## src/rtl/des_key_scheduler.sv

```systemverilog
// ============================================================================
// des_key_scheduler
//
// Generates the sixteen DES round subkeys from one 64-bit key and hands them
// to the round datapath one per handshake. PC-1 is applied once when a
// schedule starts. The C/D halves then live in two 28-bit registers that are
// rotated between subkeys. Decrypt order runs the rotations backwards
// (right rotations starting from C16 = C0), so no subkey storage is needed.
//
// Ports
//   clk          system clock, all state changes on the rising edge
//   rst_n        synchronous active-low reset
//   start        request a new schedule (only looked at in IDLE)
//   decrypt      sampled with start: 0 = K1..K16, 1 = K16..K1
//   key_in       64-bit key, bit 63 = DES bit 1 (parity bits unused)
//   subkey_ready consumer accepts the presented subkey
//   subkey       PC-2(C,D) of the current registers, bit 47 = DES bit 1
//   subkey_valid subkey is being presented
//   round_idx    position of the presented subkey in emission order, 0..15
//   busy         schedule in progress
//   done         one-cycle pulse after the 16th subkey is accepted
//
// Handshake: a subkey transfers on a rising edge where subkey_valid and
// subkey_ready are both high. While subkey_valid is high and subkey_ready is
// low, subkey and round_idx hold steady. subkey_valid never drops until the
// transfer happens, except on reset. subkey_ready may change freely.
// ============================================================================
module des_key_scheduler (
    input  logic        clk,
    input  logic        rst_n,
    input  logic        start,
    input  logic        decrypt,
    input  logic [63:0] key_in,
    input  logic        subkey_ready,
    output logic [47:0] subkey,
    output logic        subkey_valid,
    output logic [3:0]  round_idx,
    output logic        busy,
    output logic        done
);

    // DES bit numbers (1 = MSB) selected for each output position.
    localparam int PC1 [56] = '{
        57, 49, 41, 33, 25, 17,  9,  1, 58, 50, 42, 34, 26, 18,
        10,  2, 59, 51, 43, 35, 27, 19, 11,  3, 60, 52, 44, 36,
        63, 55, 47, 39, 31, 23, 15,  7, 62, 54, 46, 38, 30, 22,
        14,  6, 61, 53, 45, 37, 29, 21, 13,  5, 28, 20, 12,  4
    };

    localparam int PC2 [48] = '{
        14, 17, 11, 24,  1,  5,  3, 28, 15,  6, 21, 10,
        23, 19, 12,  4, 26,  8, 16,  7, 27, 20, 13,  2,
        41, 52, 31, 37, 47, 55, 30, 40, 51, 45, 33, 48,
        44, 49, 39, 56, 34, 53, 46, 42, 50, 36, 29, 32
    };

    typedef enum logic [1:0] {
        ST_IDLE = 2'd0,
        ST_EMIT = 2'd1,
        ST_DONE = 2'd2
    } state_t;

    // Kept as a named, typed register so checkers can bind to it directly.
    state_t      state;
    logic [27:0] c_q;
    logic [27:0] d_q;
    logic        mode;       // 1 = decrypt order

    logic [55:0] cd0;
    logic [4:0]  shift_round;
    logic        two;

    function automatic logic [55:0] pc1(input logic [63:0] k);
        logic [55:0] r;
        r = '0;
        for (int i = 0; i < 56; i++) begin
            r[55 - i] = k[64 - PC1[i]];
        end
        return r;
    endfunction

    function automatic logic [47:0] pc2(input logic [55:0] cd);
        logic [47:0] r;
        r = '0;
        for (int i = 0; i < 48; i++) begin
            r[47 - i] = cd[56 - PC2[i]];
        end
        return r;
    endfunction

    // Shift schedule: rounds 1, 2, 9 and 16 rotate by one, all others by two.
    function automatic logic shift_is_two(input logic [4:0] n);
        return !((n == 5'd1) || (n == 5'd2) || (n == 5'd9) || (n == 5'd16));
    endfunction

    function automatic logic [27:0] rotl28(input logic [27:0] x, input logic by_two);
        return by_two ? {x[25:0], x[27:26]} : {x[26:0], x[27]};
    endfunction

    function automatic logic [27:0] rotr28(input logic [27:0] x, input logic by_two);
        return by_two ? {x[1:0], x[27:2]} : {x[0], x[27:1]};
    endfunction

    assign cd0 = pc1(key_in);

    // Round number (1-based) whose shift produces the next subkey.
    // Encrypt: after emitting K(r+1) move on to K(r+2) with its own shift.
    // Decrypt: after emitting K(16-r) undo the shift that produced it.
    assign shift_round = mode ? (5'd16 - {1'b0, round_idx})
                              : ({1'b0, round_idx} + 5'd2);
    assign two = shift_is_two(shift_round);

    assign subkey = pc2({c_q, d_q});

    always_ff @(posedge clk) begin
        if (!rst_n) begin
            state        <= ST_IDLE;
            c_q          <= '0;
            d_q          <= '0;
            mode         <= 1'b0;
            round_idx    <= 4'd0;
            subkey_valid <= 1'b0;
            busy         <= 1'b0;
            done         <= 1'b0;
        end else begin
            case (state)
                ST_IDLE: begin
                    done <= 1'b0;
                    if (start) begin
                        mode <= decrypt;
                        if (decrypt) begin
                            // C16/D16 equal C0/D0 since the rotations sum to 28.
                            c_q <= cd0[55:28];
                            d_q <= cd0[27:0];
                        end else begin
                            c_q <= rotl28(cd0[55:28], 1'b0);
                            d_q <= rotl28(cd0[27:0], 1'b0);
                        end
                        round_idx    <= 4'd0;
                        subkey_valid <= 1'b1;
                        busy         <= 1'b1;
                        state        <= ST_EMIT;
                    end
                end

                ST_EMIT: begin
                    if (subkey_ready) begin
                        if (round_idx == 4'd15) begin
                            subkey_valid <= 1'b0;
                            busy         <= 1'b0;
                            done         <= 1'b1;
                            state        <= ST_DONE;
                        end else begin
                            round_idx <= round_idx + 4'd1;
                            if (mode) begin
                                c_q <= rotr28(c_q, two);
                                d_q <= rotr28(d_q, two);
                            end else begin
                                c_q <= rotl28(c_q, two);
                                d_q <= rotl28(d_q, two);
                            end
                        end
                    end
                end

                ST_DONE: begin
                    done  <= 1'b0;
                    state <= ST_IDLE;
                end

                default: begin
                    subkey_valid <= 1'b0;
                    busy         <= 1'b0;
                    done         <= 1'b0;
                    state        <= ST_IDLE;
                end
            endcase
        end
    end

endmodule

```

## config.mk

```make
export PLATFORM = sky130hd
export DESIGN_NAME = des_key_scheduler
export DESIGN_NICKNAME = d
export VERILOG_FILES = /design/src/rtl/des_key_scheduler.sv
export SDC_FILE = /design/constraint.sdc
export NUM_CORES = 1
export LEC_CHECK = 0
export BUFFER_PORTS_ARGS = -buffer_cell sky130_fd_sc_hd__buf_2
export CAP_MARGIN = 25
export CORE_UTILIZATION = 30
export CTS_BUF_LIST = sky130_fd_sc_hd__clkbuf_16
export DETAILED_ROUTE_END_ITERATION = 8
export HOLD_SLACK_MARGIN = 0.02
export PLACE_DENSITY_LB_ADDON = 0.25
export SKIP_LAST_GASP = 1
export SLEW_MARGIN = 30
export SYNTH_ARGS = -nofsm -noshare
export SYNTH_HDL_FRONTEND = slang
export SYNTH_SLANG_ARGS = --single-unit
```

## constraint.sdc

```tcl
create_clock -name clk -period 2.2 [get_ports clk]
set_input_delay 0.11 -clock clk [delete_from_list [all_inputs] [get_ports clk]]
set_output_delay 0.11 -clock clk [all_outputs]
set_load 0.01 [all_outputs]
```

* Word level (Yosys, flattened, before mapping)
Index checks and enable logic that the tools add are counted.
** Word-level totals
- Input port bits :: 69
- Flip-flop bits (word level) :: 65
** Cells by class
- Bitwise logic cells :: 1
- Add/sub/neg operators :: 3
- Reductions and logical operators :: 11
- Eq/ne operators :: 11
- Mux-type cells :: 29
** Operators with widths (number)
- 2-to-1 mux 28 bit :: 14
- case mux 28 bit (2 select lines) :: 2
- 2-to-1 mux 4 bit :: 3
- inequality test 2 bit (second input constant) :: 4
- case mux 4 bit (2 select lines) :: 1
- AND reduction 4 bit :: 2
- 2-to-1 mux 2 bit :: 3
- AND reduction 2 bit :: 3
- adder 4 x 2 -> 5 bit (second input constant) :: 1
- == test 5 x 1 -> 1 bit (second input constant) :: 1
- == test 5 x 2 -> 1 bit (second input constant) :: 1
- == test 5 x 4 -> 1 bit (second input constant) :: 1
- == test 5 bit (second input constant) :: 1
- 2-to-1 mux 5 bit :: 1
- subtractor 5 x 4 -> 5 bit (first input constant) :: 1
- adder 4 x 1 -> 4 bit (second input constant) :: 1
- == test 4 bit (second input constant) :: 1
- case mux 2 bit (2 select lines) :: 1
- logical OR 1 bit :: 3
- 2-to-1 mux 1 bit :: 3
- case mux 1 bit (3 select lines) :: 1
- AND reduction 3 bit :: 1
- == test 2 x 1 -> 1 bit (second input constant) :: 1
- == test 2 bit (second input constant) :: 1
- other kinds (3) :: 3

* Depth between registers and ports, before layout
Gate-level depths: netlist of run 1.
- Depth after elaboration :: 11
- Depth in mapped cells :: 10
- Gate-level depth less buffers :: 7

* Worst setup path after synthesis of run 1
OpenSTA, ideal clock, no wires.
- Kind :: flip-flop to flip-flop
- Start :: register round_idx[0]
- End :: register c_q[11]
- Path slack :: -179 ps
- Setup time :: 132 ps
- Path buffers :: 2
- Stages on the path, launching flop included :: 10
- Clock period less this slack :: 2379 ps
- Arrival time :: 2247 ps
- Cell sequence :: dfxtp_1 > inv_1 > ha_1 > nor2_1 > o311a_1 > or3b_1 > buf_4 > buf_6 > a211oi_2 > a211oi_1
** On the way
- Longest elaborated chain between the ends :: 11
** RTL lines
- start, declared :: RTL line 37 : output logic [3:0] round_idx,
- start signal, assigned :: RTL line 154 : round_idx <= round_idx + 4'd1;
- subtractor 5 x 4 -> 5 bit / adder 4 x 2 -> 5 bit (equally long branches) :: RTL line 109, 110
- 2-to-1 mux 5 bit :: RTL line 109 : assign shift_round = mode ? (5'd16 - {1'b0, round_idx})
- == test 5 x 1 -> 1 bit / == test 5 x 2 -> 1 bit (equally long branches) :: RTL line 93 : return !((n == 5'd1) || (n == 5'd2) || (n == 5'd9) || (n == 5'd16));
- logical OR 1 bit (3 in series) :: RTL line 93
- 2-to-1 mux 28 bit (on tied branches) :: RTL line 97, 101
- 2-to-1 mux 28 bit :: RTL line 155 : if (mode) begin
- 2-to-1 mux 28 bit :: RTL line 148 : if (round_idx == 4'd15) begin
- 2-to-1 mux 28 bit :: RTL line 147 : if (subkey_ready) begin
- case mux 28 bit (2 select lines) :: RTL line 126 : case (state)
- end signal, assigned :: RTL line 133 : c_q <= cd0[55:28];
- end signal, assigned :: RTL line 156 : c_q <= rotr28(c_q, two);
- end signal, assigned :: RTL line 159 : c_q <= rotl28(c_q, two);
- end, declared :: RTL line 65 : logic [27:0] c_q;
Several ways; a longest one is shown, not always the timed one. The select of a mux whose other input is x is not followed.
A chain may end at the register's enable or synchronous reset.

* Worst setup path in the final report of run 1
- Start :: register round_idx[1]
- End :: register d_q[13]
** On the way
- Longest elaborated chain between the ends :: 11
** RTL lines
- subtractor 5 x 4 -> 5 bit / adder 4 x 2 -> 5 bit (equally long branches) :: RTL line 109, 110
- 2-to-1 mux 5 bit :: RTL line 109
- == test 5 x 1 -> 1 bit / == test 5 x 2 -> 1 bit (equally long branches) :: RTL line 93
- logical OR 1 bit (3 in series) :: RTL line 93
- 2-to-1 mux 28 bit (on tied branches) :: RTL line 97, 101
- 2-to-1 mux 28 bit :: RTL line 155
- 2-to-1 mux 28 bit :: RTL line 148
- 2-to-1 mux 28 bit :: RTL line 147
- case mux 28 bit (2 select lines) :: RTL line 126
- end signal, assigned :: RTL line 134 : d_q <= cd0[27:0];
- end signal, assigned :: RTL line 157 : d_q <= rotr28(d_q, two);
- end signal, assigned :: RTL line 160 : d_q <= rotl28(d_q, two);
- end, declared :: RTL line 66 : logic [27:0] d_q;
Several ways; a longest one is shown, not always the timed one. The select of a mux whose other input is x is not followed.

==> results.yml, run 1 <==
cts:
  cts_hold_buf: 0
  cts_root_buf: "clkbuf_16"
  cts_buffers: 9
  cts_setup_buffers: 0
  insertion_delay_ns: 0.34
  tritoncts: "yes"
  clock_sinks: 65
  clockBufferDepth: 2
  htreeDepth: 3
  clk_pin_slew_ns: 0.06
layout:
  n_fill_cell: 2084
  drive_above_1_share_pct: 38.1
  finalNetCount: 865
  syn_to_final_growth_pct: 23.6
  antenna_cells: 0
synthesis:
  synth-compound-area-share_pct: 27.1
  syn_avg_cell_area_sq_um: 8.23
  synth.distinct_cells: 36
  syn_area_sq_um: 6280
  ys.flop_type: "dfxtp_1"
  synth_fa_ha_area_share_pct: 0.797
  synth_xor_area_share_pct: 0.419
  ys_ff_latch: 65
  synthArstFlopShare_pct: 0
  synth-edff-count: 0
  yosysWarnings: 0
  yosysSeqAreaShare_pct: 20.7
  synthCells: 763
  synth_top_family_by_area: "simple AND/OR/NAND/NOR gates"
  synthMuxAreaShare_pct: 9.09
  synthSimpleGateAreaFrac_pct: 28.9
  synth_nets: 836
job:
  maxCapViolations: 0
timing:
  hold_viol: 0
  finalMaxSlewViolations: 0
  setup_viol: 0
  worst_slew_pin_slew_ns: 0.564
  skew_ns: 0.00731
  fin_crit_ns: 2.17
  rsz0062_at_grt: "true"
  max-slew-margin-rel_pct: 62.4
  fin_crit_sh_pct: 98.7
  whs_ns: 0.153
  max_freq_mhz: 461
drt:
  drt_pass1_iterations: 5
  drtIter0Drc: 348
  routed_via_density: 5.72
  routed_wirelength_mm: 20.9
  drc_errors: 0
  ant_nets: 0
  vias: 6100
  wl_per_cell_um: 19.6
power_and_ir_drop:
  sequentialPowerShare_pct: 31.6
  swShare_pct: 39.1
  power_frac_clock_pct: 30.1
  peakVddDrop_uv: 289
  leakagePower_uw: 0.00321
  intPower_uw: 2900
  finalPower_uw: 4770
  p_sw_uw: 1870
  combPwrFrac_pct: 38.3
  powerDensity_nw_per_um2: 614
status:
  status: "complete, no violations"
floorplanning:
  core-area_sq_um: 20400
  row_count: 52
  die-area_sq_um: 21500
  die_h_um: 147
  fp.dieW_um: 147
  initial_core_util_pct: 30.8
  ios: 124
grt:
  grt_pass1_wl_mm: 32.2
  overflow: 0
  grt_usage_pct: 18.5
  antenna_found_initial: 0
  grt_start_max_net_pins: 57
  grt_pass1_vias: 5677
setup_path:
  worst_ep_required_time_ns: 2.42
  cp-end-kind: "register"
  critPathKind: "register to register"
  arrival_ns: 2.40
  critPathMaxFanout: 19
  cp-start-kind: "register"
placed_design:
  place.gp.congestion: 0.776
  dp_hpwl_mm: 13.0
  io_buffers: 115
min_path:
  hold_class: "input pin to register"
## cell families after synthesis
kind of cell	after synthesis
xor gates and xnor gates	3
AOI/OAI and AO/OA	184
adders and majority gates	4
muxes	57
and+or+nand+nor	306
buffers and inverters	144
DFF	65
## synthesized netlist by cell type (all sizes together) (2+ instances only)
cell type | number | area (sq um)
nor2b | 111 | 697
buf | 90 | 607
dfxtp | 65 | 1300
nand2 | 63 | 236
a211oi | 59 | 643
nor3 | 58 | 290
mux2i | 57 | 571
a211o | 55 | 482
a221oi | 54 | 473
nor4b | 54 | 473
clkbuf | 47 | 176
inv | 7 | 26.3
nor2 | 6 | 22.5
a21oi | 5 | 25.0
a31oi | 4 | 25.0
ha | 4 | 50.1
nand2b | 3 | 18.8
nor3b | 3 | 22.5
xnor2 | 3 | 26.3
nand3 | 2 | 10.0
nand3b | 2 | 15.0
o311ai | 2 | 17.5
## through the flow
step / cell area [sq um] / instances / worst slack, ns / util [%] / TNS (ns)
after floorplan: 6290 / 763 / 0.00595 / - / 0
after global placement: 6860 / 1049 / -0.0899 / 33.7 / -2.62
after detailed placement: 6860 / 1049 / -0.118 / 33.7 / -3.07
after CTS: 7150 / 1064 / 0.00464 / 35.1 / 0
after global routing: 7760 / 1066 / -0.0653 / 38.1 / -1.20
final: 7760 / 1066 / 0.0285 / 38.1 / 0
## critical path: stages, from the launching register on
cell and delay (ns):
dfxtp_2 0.32, inv_1 0.07, ha_4 0.29, nor2_1 0.04, o311a_2 0.34, or3b_4 0.45
buf_12 0.19, a211oi_1 0.26, nor4b_1 0.08
## path summary, 6_finish.rpt
path	start	to	slack [ns]	cells after the start
setup / recovery	round_idx[1]	d_q[13]	0.03	8
hold / removal	subkey_ready	state[1]	0.15	3
setup reg to reg	round_idx[1]	d_q[13]	0.03	8
hold reg to reg	done	done	0.44	2
## area by class of cell
type	count	area [sq um]	share of cell area [%]
multi-input cells	554	4740	61.1
inverters	7	26.3	0.339
clock inverters	6	52.6	0.677
repair buffers	155	1070	13.8
flip-flops and latches	65	1310	16.8
clock buffers	9	225	2.90
well taps	270	338	4.35
## layout by cell type (no fill, tap or decap), drive strengths merged, types with 5 or more instances in the layout
cell type,instances
a211oi,59
clkbuf,10
a211o,55
nor3,58
a21oi,5
nor2b,111
nor2,6
buf,154
a221oi,54
mux2i,57
nand2,63
inv,9
dfxtp,65
nor4b,54
## layer usage
layer / wire length [um] / vias to the layer above / global-route usage (%) / part of all wire (%)
met1: 9750 / 3014 / 25.1 / 47
met5: 0 / - / 0 / 0
met4: 389 / 0 / 6.46 / 1.9
li1: - / 2891 / - / -
met2: 9750 / 168 / 29.5 / 47
met3: 1010 / 27 / 3.13 / 4.8
## timing repair
action | in CTS | in global routing
cloned | 0 | 2
pin swaps | 0 | 4
resized for setup | 4 | 106
setup endpoints to repair | 56 | 56
## power groups by stage
stage                     Sequential (uW)  Combinational, uW  Clock [uW]
after floorplan                      1440               1210           0
after global placement               1520               1560           0
after detailed placement             1520               1560           0
after CTS                            1490               1580        1460
after global routing                 1530               1960        1500
final                                1510               1830        1430
## sequential cells by signal, indices dropped and copies added (netlist names)
| signal | cells |
|---|---|
| state | 2 |
| c_q | 28 |
| busy | 1 |
| d_q | 28 |
| round_idx | 4 |
| done | 1 |
| mode | 1 |
Power figures use the tool's default switching activity.
==> run 2: changes to the inputs <==
--- a/config.mk
+++ b/config.mk
@@ -7,6 +7,7 @@
 export LEC_CHECK = 0
 export BUFFER_PORTS_ARGS = -buffer_cell sky130_fd_sc_hd__buf_2
 export CAP_MARGIN = 25
+export CORE_ASPECT_RATIO = 0.7
 export CORE_UTILIZATION = 30
 export CTS_BUF_LIST = sky130_fd_sc_hd__clkbuf_16
 export DETAILED_ROUTE_END_ITERATION = 8
==> run 2 against run 1 <==
Compared with the run above: global-route usage increased by 0.97 points; register-to-register slack improved by 0.02 ns; worst hold slack got worse by 0.0028 ns; cell count increased by 1.1%; combinational power increased by 10%; largest cell class unchanged.
==> results.yml, run 2 (synthesized netlist as in run 1, its figures left out) <==
layout:
  final_cell_mix: "buf_2, nor2b_1, nand2_1, dfxtp_1, mux2i_1"
  antenna_cells: 0
  reg_top3: "c_q: 28 flops, d_q: 28 flops, round_idx: 4 flops"
  drive_above_1_share_pct: 36.5
  syn_to_final_growth_pct: 26.2
  fin_area_sq_um: 7920
  n_fill_cell: 2072
  final_common_cell: "buf_2"
  finalNetCount: 876
grt:
  grt_pass1_vias: 5750
  grt_pass1_wl_mm: 33.6
  antenna_found_initial: 0
  overflow: 0
  grt_usage_pct: 19.5
  grt_start_max_net_pins: 56
setup_path:
  slowest_delay_ns: 0.51
  crit_slowest_cell: "or3b_4"
  cp-end-kind: "register"
  cp-start-kind: "register"
  r2r-end: "c_q[27]"
  rr_startpoint: "round_idx[0]"
  crit_end: "c_q[27]"
  critPathLaunch: "round_idx[0]"
  arrival_ns: 2.37
  critPathMaxFanout: 6
  regToRegSetupSlack_ns: 0.05
  worst_ep_required_time_ns: 2.41
  critPathKind: "register to register"
  path_cells: "inv_2 > ha_4 > nor2_2 > o311a_4 > or3b_4 > clkbuf_16 > a211oi_2 > nor4b_1"
  r2r_cells: 8
power_and_ir_drop:
  leakagePower_uw: 0.00330
  powerDensity_nw_per_um2: 644
  peakVddDrop_uv: 329
  finalPower_uw: 5100
cts:
  clockBufferDepth: 2
  cts_buffers: 9
  cts_root_buf: "clkbuf_16"
  clk_pin_slew_ns: 0.06
  tritoncts: "yes"
  clock_sinks: 65
  htreeDepth: 3
  insertion_delay_ns: 0.34
placed_design:
  place.gp.congestion: 0.779
  placed_cell_area_sq_um: 6970
  dp_hpwl_mm: 13.6
  io_buffers: 115
status:
  status: "complete, no violations"
min_path:
  worstHoldStart: "subkey_ready"
  hold_class: "input pin to register"
drt:
  wl_per_cell_um: 20.2
  drc_errors: 0
  drt_pass1_iterations: 5
  routed_wirelength_mm: 21.8
  vias: 6125
  drtIter0Drc: 552
  ant_nets: 0
  routed_via_density: 5.68
timing:
  fin_crit_sh_pct: 97.9
  setup_viol: 0
  rsz0062_at_grt: "true"
  whs_ns: 0.150
  skew_ns: 0.00959
  hold_viol: 0
  fin_crit_ns: 2.15
  finalMaxSlewViolations: 0
  max_freq_mhz: 465
  worst_slew_pin_slew_ns: 0.673
  max-slew-margin-rel_pct: 55.2
floorplanning:
  die_h_um: 123
  ios: 124
  core-area_sq_um: 20100
  fp.dieW_um: 175
  row_count: 43
  die-area_sq_um: 21500
  initial_core_util_pct: 31.2
job:
  maxCapViolations: 0
-- run 2: cell types whose count changed in the layout (fill, tap and decap cells not counted), sizes merged --
cell / previous run / this run
clkinv: 2 / 1
bufinv: 1 / 2
clkinvlp: 1 / 2
buf: 154 / 160
or3b: 1 / 2
clkbuf: 10 / 14
-- run 2: area by class of cell --
cell class / instances / area, sq um / area share (%)
Clock buffer: 9 / 225 / 2.84
Clock inverter: 7 / 87.6 / 1.11
Inverter: 7 / 26.3 / 0.332
Multi-Input combinational cell: 555 / 4650 / 58.7
Sequential cell: 65 / 1310 / 16.5
Tap cell: 270 / 338 / 4.27
Timing Repair Buffer: 165 / 1290 / 16.3
-- run 2: how the worst min path moves through the flow --
stage / to / slack (ns) / depth (start not counted)
global route: state[1] / 0.16 / 3
floorplan: d_q[25] / 0.27 / 2
detailed placement: done / 0.44 / 2
global placement: done / 0.44 / 2
CTS: state[1] / 0.14 / 3
finish: state[1] / 0.15 / 3
-- run 2: timing repair --
action,CTS,global route
endpoints found under the setup margin,56,56
resized for setup,7,75
cloned,1,7
hold buffers,0,0
pin swaps,1,21
buffers inserted,0,2
-- run 2: power by group --
group          leakage [uW]  switching [uW]  internal (uW)
Sequential         0.000537             225           1290
Clock              0.000154             581            983
Combinational       0.00260            1120            901
Total               0.00330            1930           3180
-- run 2: per-stage QoR --
step / std cells / TNS, ns / utilization (%) / worst slack (ns)
floorplan: 763 / 0 / - / 0.00595
global placement: 1052 / -2.03 / 34.6 / -0.0780
detailed placement: 1052 / -2.40 / 34.6 / -0.113
CTS: 1069 / 0 / 36.4 / 0.00551
global route: 1078 / -0.236 / 39.3 / -0.0359
finish: 1078 / 0 / 39.3 / 0.0473
-- run 2: critical path, delay by kind of cell (launching register included) --
kind	cells	cell delay, ns
AO/OA/AOI/OAI	2	0.53
buffers and inverters	2	0.26
AND/OR/NAND/NOR	3	0.63
flip-flops	1	0.33
adder cells (fa/ha/maj)	1	0.29
-- run 2: per-layer routing --
| layer | up-vias | wire, um | track usage [%] |
|---|---|---|---|
| met5 | - | 0 | 0 |
| met4 | 0 | 157 | 3.42 |
| met3 | 13 | 1250 | 3.51 |
| met2 | 216 | 9220 | 28.7 |
| met1 | 2987 | 11200 | 29.4 |
| li1 | 2909 | - | - |
==> run 3: changes to the inputs <==
--- a/config.mk
+++ b/config.mk
@@ -7,7 +7,7 @@
 export LEC_CHECK = 0
 export BUFFER_PORTS_ARGS = -buffer_cell sky130_fd_sc_hd__buf_2
 export CAP_MARGIN = 25
-export CORE_ASPECT_RATIO = 0.7
+export CORE_ASPECT_RATIO = 1.25
 export CORE_UTILIZATION = 30
 export CTS_BUF_LIST = sky130_fd_sc_hd__clkbuf_16
 export DETAILED_ROUTE_END_ITERATION = 8
==> run 3 against run 2 <==
Compared with the run above: clock-buffer cell count did not move; clock skew barely moved; sequential power barely moved; final area fell by 0.98%; global-route usage fell by 0.51 points; cell count fell by 0.19%; maximum frequency fell by 0.94%; largest cell class unchanged; largest power group unchanged; highest routed layer unchanged.
==> results.yml, run 3 (synthesized netlist as in run 1, its figures left out) <==
drt:
  routed_via_density: 5.71
  vias: 6147
  drt_pass1_iterations: 5
  top_layer: "met4"
  drtIter0Drc: 542
  drc_errors: 0
  met1Wirelength_mm: 9.70
  wl_met2_mm: 10.1
  routed_wirelength_mm: 21.4
  met3WireLength_mm: 1.15
  wl_per_cell_um: 19.9
  ant_nets: 0
grt:
  grt_pass1_vias: 5919
  overflow: 0
  grt_pass1_wl_mm: 33.2
  grt_usage_pct: 19.0
  antenna_found_initial: 1
  grt_start_max_net_pins: 57
cts:
  tritoncts: "yes"
  insertion_delay_ns: 0.33
  clockBufferDepth: 2
  cts_setup_buffers: 0
  cts_buffers: 9
  cts_hold_buf: 0
  cts_root_buf: "clkbuf_16"
  htreeDepth: 3
  clock_sinks: 65
  clk_pin_slew_ns: 0.06
timing:
  rsz0062_at_grt: "true"
  whs_ns: 0.156
  worst_slew_pin_slew_ns: 0.573
  fin_crit_sh_pct: 98.8
  max_freq_mhz: 460
  max-slew-margin-rel_pct: 61.8
  setup_viol: 0
  finalMaxSlewViolations: 0
  hold_viol: 0
  fin_ws_ns: 0.0268
  skew_ns: 0.00993
  fin_crit_ns: 2.17
setup_path:
  cp-start-kind: "register"
  rr_startpoint: "round_idx[1]"
  cp-end-kind: "register"
  worst_ep_required_time_ns: 2.41
  arrival_ns: 2.38
  regToRegSetupSlack_ns: 0.03
  r2r-end: "d_q[18]"
  critPathMaxFanout: 6
  critPathKind: "register to register"
  r2r_cells: 9
layout:
  reg_top3: "c_q: 28 flops, d_q: 28 flops, round_idx: 4 flops"
  final_cell_mix: "buf_2, nor2b_1, nand2_1, dfxtp_1, mux2i_1"
  drive_above_1_share_pct: 35.9
  fin_cells: 1076
  syn_to_final_growth_pct: 24.9
  final_util_pct: 38.6
  finalNetCount: 873
  final_common_cell: "buf_2"
job:
  maxCapViolations: 0
power_and_ir_drop:
  leakagePower_uw: 0.00327
  powerDensity_nw_per_um2: 625
  peakVddDrop_uv: 490
placed_design:
  place_inst: 1050
  dp_hpwl_mm: 13.2
  io_buffers: 115
  dp_slack_ns: -0.0755
  place.gp.congestion: 0.774
floorplanning:
  row_count: 58
  initial_core_util_pct: 30.9
  fp.dieW_um: 131
  die-area_sq_um: 21500
  core-area_sq_um: 20300
  die_h_um: 164
  ios: 124
min_path:
  worstHoldStart: "subkey_ready"
  holdPathStages: 3
  hold_class: "input pin to register"
  min_to: "state[1]"
status:
  status: "complete, no violations"
==> run 3: cell types whose count changed in the layout (fill, tap and decap cells not counted), sizes merged <==
cell / before / now
diode: 0 / 1
clkinvlp: 2 / 0
buf: 160 / 157
clkinv: 1 / 4
bufinv: 2 / 1
==> run 3: timing repair <==
item                                   CTS  global route
endpoints found under the hold margin    0             0
resized for setup                        7            79
gates cloned                             1             8
setup endpoints to repair               56            56
pin swaps                                1            33
==> run 3: through the flow <==
step	instance area (sq um)	TNS [ns]	power [uW]
6_report	7840	0	4900
2_1_floorplan	6290	0	2650
5_1_grt	7840	-0.633	5130
3_5_place_dp	6910	-1.80	3080
4_1_cts	7240	0	4550
3_3_place_gp	6910	-1.38	3070
==> run 3: area by class of cell <==
cell class,instances,area (sq um)
antenna,1,2.50
clock buffer,9,225
clock inverter,7,53.8
fill,2132,12500
inverter,7,26.3
multi-input combinational,555,4650
sequential,65,1310
tap,270,338
timing repair buffer,162,1240
==> run 3: routing by layer <==
metal  vias up  GRT usage (%)
met1      3014           25.5
met3        26           2.84
li1       2901              -
met5         -              0
met2       206           31.3
met4         0           6.08
==> run 3: critical path, cell delays in order (launching register included) <==
cell	delay, ns
dfxtp_2	0.33
inv_2	0.05
ha_4	0.28
buf_4	0.11
nand3b_1	0.09
o311a_4	0.16
or3b_4	0.52
buf_16	0.19
a211oi_2	0.24
nor4b_2	0.08
==> run 3: how the worst max path moves through the flow <==
stage	startpoint	endpoint	slack, ns
floorplan	round_idx[1]	c_q[11]	0.006
global placement	round_idx[1]	d_q[16]	-0.07
detailed placement	round_idx[1]	d_q[16]	-0.08
CTS	round_idx[1]	d_q[19]	0.006
global route	round_idx[1]	d_q[18]	-0.07
finish	round_idx[1]	d_q[18]	0.03
==> run 3: where the power goes <==
group / total, uW / internal, uW / switching [uW]
Combinational: 1970 / 870 / 1100
Clock: 1410 / 856 / 557
Sequential: 1520 / 1290 / 224
Total: 4900 / 3020 / 1880
